[src/rtl/rede_taylor_core.sv]
// Taylor-network neuron: requests N_IN samples, accumulates bias + weighted inputs, emits clamped s - s^3/3.
// Latency: first result N_IN+4 edges after reset release, then one result every N_IN+4 cycles.
// Backpressure: none; io_in is sampled on a fixed schedule announced by req_in, out_en strobes one cycle.
module rede_taylor_core #(
    parameter int                 N_IN  = 3,
    parameter int                 FRAC  = 8,
    parameter logic signed [18:0] W0    = 19'sd256,
    parameter logic signed [18:0] W1    = 19'sd256,
    parameter logic signed [18:0] W2    = 19'sd256,
    parameter logic signed [18:0] W3    = 19'sd256,
    parameter logic signed [18:0] W4    = 19'sd256,
    parameter logic signed [18:0] W5    = 19'sd256,
    parameter logic signed [18:0] W6    = 19'sd256,
    parameter logic signed [18:0] W7    = 19'sd256,
    parameter logic signed [18:0] W8    = 19'sd256,
    parameter logic signed [18:0] W9    = 19'sd256,
    parameter logic signed [18:0] W10   = 19'sd256,
    parameter logic signed [18:0] W11   = 19'sd256,
    parameter logic signed [18:0] W12   = 19'sd256,
    parameter logic signed [18:0] W13   = 19'sd256,
    parameter logic signed [27:0] BIAS  = 28'sd0,
    parameter logic signed [18:0] C3    = -19'sd85,
    parameter int                 CLAMP = 256
) (
    input  logic               clk,
    input  logic               rst,
    input  logic signed [18:0] io_in,
    output logic signed [27:0] io_out,
    output logic        [3:0]  req_in,
    output logic        [3:0]  out_en
);

    typedef enum logic [2:0] {
        ST_IDLE,
        ST_READ,
        ST_CLAMP,
        ST_SQ,
        ST_CUBE,
        ST_OUT
    } state_t;

    localparam logic signed [39:0] BIAS_EXT = 40'(BIAS);
    localparam logic signed [39:0] CLAMP_HI = 40'(CLAMP);
    localparam logic signed [39:0] CLAMP_LO = -40'(CLAMP);

    state_t             state;
    logic        [3:0]  k;
    logic signed [39:0] acc;
    logic signed [27:0] s;
    logic signed [27:0] s2;

    logic signed [18:0] w_k;
    logic signed [37:0] mac_prod;
    logic signed [39:0] mac_term;
    logic signed [55:0] sq_prod;
    logic signed [55:0] cube_prod;
    logic signed [27:0] s3_nxt;
    logic signed [46:0] corr_prod;
    logic signed [27:0] y_nxt;

    function automatic logic signed [18:0] w_sel(input logic [3:0] idx);
        case (idx)
            4'd0:    return W0;
            4'd1:    return W1;
            4'd2:    return W2;
            4'd3:    return W3;
            4'd4:    return W4;
            4'd5:    return W5;
            4'd6:    return W6;
            4'd7:    return W7;
            4'd8:    return W8;
            4'd9:    return W9;
            4'd10:   return W10;
            4'd11:   return W11;
            4'd12:   return W12;
            4'd13:   return W13;
            default: return 19'sd0;
        endcase
    endfunction

    // Full-precision products; arithmetic shifts floor toward minus infinity.
    assign w_k       = w_sel(k);
    assign mac_prod  = 38'(w_k) * 38'(io_in);
    assign mac_term  = 40'(mac_prod >>> FRAC);
    assign sq_prod   = 56'(s) * 56'(s);
    assign cube_prod = 56'(s2) * 56'(s);
    assign s3_nxt    = 28'(cube_prod >>> FRAC);
    assign corr_prod = 47'(C3) * 47'(s3_nxt);
    assign y_nxt     = s + 28'(corr_prod >>> FRAC);

    always_ff @(posedge clk or negedge rst) begin
        if (!rst) begin
            state  <= ST_IDLE;
            k      <= 4'd0;
            acc    <= BIAS_EXT;
            s      <= 28'sd0;
            s2     <= 28'sd0;
            io_out <= 28'sd0;
            req_in <= 4'd0;
            out_en <= 4'd0;
        end else begin
            case (state)
                ST_IDLE: begin
                    state  <= ST_READ;
                    k      <= 4'd0;
                    acc    <= BIAS_EXT;
                    req_in <= 4'd1;
                end
                ST_READ: begin
                    acc <= acc + mac_term;
                    if (k == 4'(N_IN - 1)) begin
                        req_in <= 4'd0;
                        state  <= ST_CLAMP;
                    end else begin
                        k      <= k + 4'd1;
                        req_in <= k + 4'd2;
                    end
                end
                ST_CLAMP: begin
                    if (acc > CLAMP_HI)
                        s <= 28'(CLAMP_HI);
                    else if (acc < CLAMP_LO)
                        s <= 28'(CLAMP_LO);
                    else
                        s <= 28'(acc);
                    state <= ST_SQ;
                end
                ST_SQ: begin
                    s2    <= 28'(sq_prod >>> FRAC);
                    state <= ST_CUBE;
                end
                // Cube and correction resolve in the same cycle so the frame stays N_IN+4 long.
                ST_CUBE: begin
                    io_out <= y_nxt;
                    out_en <= 4'd1;
                    state  <= ST_OUT;
                end
                ST_OUT: begin
                    out_en <= 4'd0;
                    acc    <= BIAS_EXT;
                    k      <= 4'd0;
                    req_in <= 4'd1;
                    state  <= ST_READ;
                end
                default: begin
                    state  <= ST_IDLE;
                    req_in <= 4'd0;
                    out_en <= 4'd0;
                end
            endcase
        end
    end

endmodule

[config.mk]
export PLATFORM = sky130hd
export DESIGN_NAME = rede_taylor_core
export DESIGN_NICKNAME = d
export VERILOG_FILES = /design/src/rtl/rede_taylor_core.sv
export SDC_FILE = /design/constraint.sdc
export NUM_CORES = 2
export LEC_CHECK = 0
export CAP_MARGIN = 0
export CELL_PAD_IN_SITES_DETAIL_PLACEMENT = 0
export CELL_PAD_IN_SITES_GLOBAL_PLACEMENT = 1
export CORE_MARGIN = 5
export CORE_UTILIZATION = 35
export CTS_BUF_LIST = sky130_fd_sc_hd__clkbuf_4 sky130_fd_sc_hd__clkbuf_8
export DETAILED_ROUTE_END_ITERATION = 16
export GPL_ROUTABILITY_DRIVEN = 0
export PLACE_DENSITY = 0.6
export SLEW_MARGIN = 20
export SYNTH_ARGS = -nofsm -noshare
export SYNTH_HDL_FRONTEND = slang
export SYNTH_SLANG_ARGS = --single-unit
[constraint.sdc]
create_clock -name clk -period 22.1 [get_ports clk]
set_input_delay 6.63 -clock clk [delete_from_list [all_inputs] [get_ports clk]]
set_output_delay 6.63 -clock clk [all_outputs]
set_load 0.01 [all_outputs]
==> results_dict.tcl <==
set metrics [dict create \
    dieArea_um2 145000 \
    yosysWarnings 0 \
    async_reset_ff_frac 1.00 \
    synth_top_cell_area_share 0.430 \
    avgSynthCellArea_um2 9.16 \
    worst_slew_pin_slew_ps 1050 \
    synth-edff-count 0 \
    cts.sinks 136 \
    holdBufCountCts 0 \
    fin_worst_skew_ps 31.6 \
    crit_fanout 35 \
    ios 57 \
    worstSetupPathType "flip-flop to flip-flop" \
    finalCritPeriodShare 0.667 \
    fin_crit_ps 14730 \
    drt-initial-drc-count 1385 \
    grt_max_degree 81 \
    grt_overflow 0 \
    yosysUniqueCellTypes 74 \
    finalSetupViolCount 0 \
    clk_pin_slew_ps 110 \
    port_buffers 53 \
    final_cell_count_no_fill 6988 \
    die_y_um 381 \
    status "finished, final reports clean" \
    drv_cap 0 \
    cts.path.max_buffers 2 \
    worstPathArrival_ps 15180 \
    slew_viol_final 0 \
    drive_above_1_share 0.0293 \
    layout_setup_ws_ps 7370 \
    cts_tree "done" \
    hpwlAfterDp_mm 107 \
    dp_cells 6951 \
    nets 6761 \
    synthTopCellsByCount "inv_1 (1268), fa_1 (1032), nand2_1 (650)" \
    vias_per_cell 4.74 \
    totalWireLength_mm 137 \
    vias 33100 \
    dp_worst_setup_slack_ps 6990 \
    core-area_um2 137000 \
    fp.dieW_um 381 \
    first_global_vias 36300 \
    initial_utilization 0.351 \
    dr.pass1.iters 5 \
    hold_class "flip-flop to flip-flop" \
    clk_latency_ps 560 \
    cp-start-kind "flip-flop" \
    avgRoutedWirePerCell_um 19.5 \
    postCtsResizedCells 0 \
    area_growth_syn_to_layout_pct 6.20 \
    cts_buffers 17 \
    hold_viol 0 \
    synthTopCellsByArea "fa_1 (43%), ha_1 (14%), inv_1 (9.9%)" \
    syn_area_um2 48000 \
    rsz0062_at_grt "false" \
    synth_flop_cell "dfrtp_1" \
    required_ps 22550 \
    critical_path.endpoint_type "flip-flop" \
    cts_setup_buffers 0 \
    synth-seq-cells 136 \
    drc 0 \
    slowest_stage "dfrtp_2" \
    cp_common_cell "fa_1" \
    cts-root-buf "clkbuf_8" \
    synth_cells 5246 \
    synth_largest_area_cell "fa_1" \
    synth-seq-area-share 0.0708 \
    grt_pass1_wl_mm 216 \
    maxSlewHeadroom 0.299 \
    yosysMostFrequentCell "inv_1" \
    fmax_ghz 0.0679 \
    rows 136 \
    grt.total_usage 0.194 \
    cpPeakStageDelay_ps 800 \
    cts_max_level 4 \
    setup_tns_ps 0 \
    antenna_found_initial 9 \
    drtAntennaViolNets 0 \
]
-- flip-flops by register name (all words and copies together) (netlist names) --
signal and flops:
acc 40, k 4, io_out 28, out_en 1, req_in 4, s2 28, s 28, state 3
-- final timing paths --
check,from,to,slack [ps],depth (start not counted)
max reg2reg,s[5],io_out[27],7370,55
min in group asynchronous,rst,acc[15],6130,1
max,s[5],io_out[27],7370,55
min,io_out[22],io_out[22],490,2
min reg2reg,io_out[22],io_out[22],490,2
max in group asynchronous,rst,s[3],14490,2
-- cell usage in the layout (no fill, tap or decap), types with 66 or more instances in the layout --
| cell | synthesis | layout |
|---|---|---|
| a21o_1 | 66 | 66 |
| a21oi_1 | 104 | 104 |
| and2_1 | 403 | 403 |
| buf_4 | 3 | 69 |
| dfrtp_1 | 136 | 118 |
| fa_1 | 1032 | 1032 |
| ha_1 | 532 | 532 |
| inv_1 | 1268 | 1268 |
| nand2_1 | 650 | 649 |
| nor2_1 | 115 | 115 |
| o21ai_0 | 119 | 119 |
| xnor2_1 | 175 | 174 |
| xor2_1 | 88 | 87 |
-- critical path: cells and delay by family (launching register included) --
| kind | cells | cell delay, ps |
|---|---|---|
| buf+inv | 8 | 920 |
| xor+xnor | 3 | 980 |
| compound gates | 17 | 3660 |
| flops | 1 | 800 |
| fa+ha+maj | 15 | 6000 |
| simple gates | 12 | 2160 |
-- kinds of logic (layout without fill, tap and decap cells) --
kind of cell	after synthesis	in the layout	synth area share
AO/OA/AOI/OAI	422	422	0.0558
XOR/XNOR	265	265	0.0490
adder cells (fa/ha/maj)	1564	1564	0.569
buffers and inverters	1482	1423	0.116
flip-flops	136	136	0.0708
multiplexers	11	11	0.00240
other	1	8	0.0000780
AND/OR/NAND/NOR	1365	1365	0.137
-- through the flow --
step                      instance area, um^2  utilization  hold slack [ps]
final                                   51000        0.372              486
after global routing                    51000        0.372              515
after CTS                               51000        0.372              492
after detailed placement                50600        0.369              470
after global placement                  50600        0.369              465
after floorplan                         48100            -              484
-- layout make-up --
class / count / area [um^2]
Fill cell: 14100 / 86000
Multi-Input combinational cell: 3630 / 39100
Inverter: 1269 / 4760
Sequential cell: 136 / 3430
Tap cell: 1794 / 2240
Timing Repair Buffer: 122 / 1050
Clock buffer: 17 / 234
Clock inverter: 15 / 199
Antenna cell: 5 / 12.5
-- metal layers --
layer,global-route usage,up-vias,routed length (um)
met5,0,-,41
met4,0.0469,6,3320
met3,0.0270,144,5330
met2,0.328,514,65500
met1,0.264,17000,62500
li1,-,15400,-
Power is left out: the tool's default activity adds up to more than one toggle a clock period on the data nets, which glitch-free logic cannot reach.
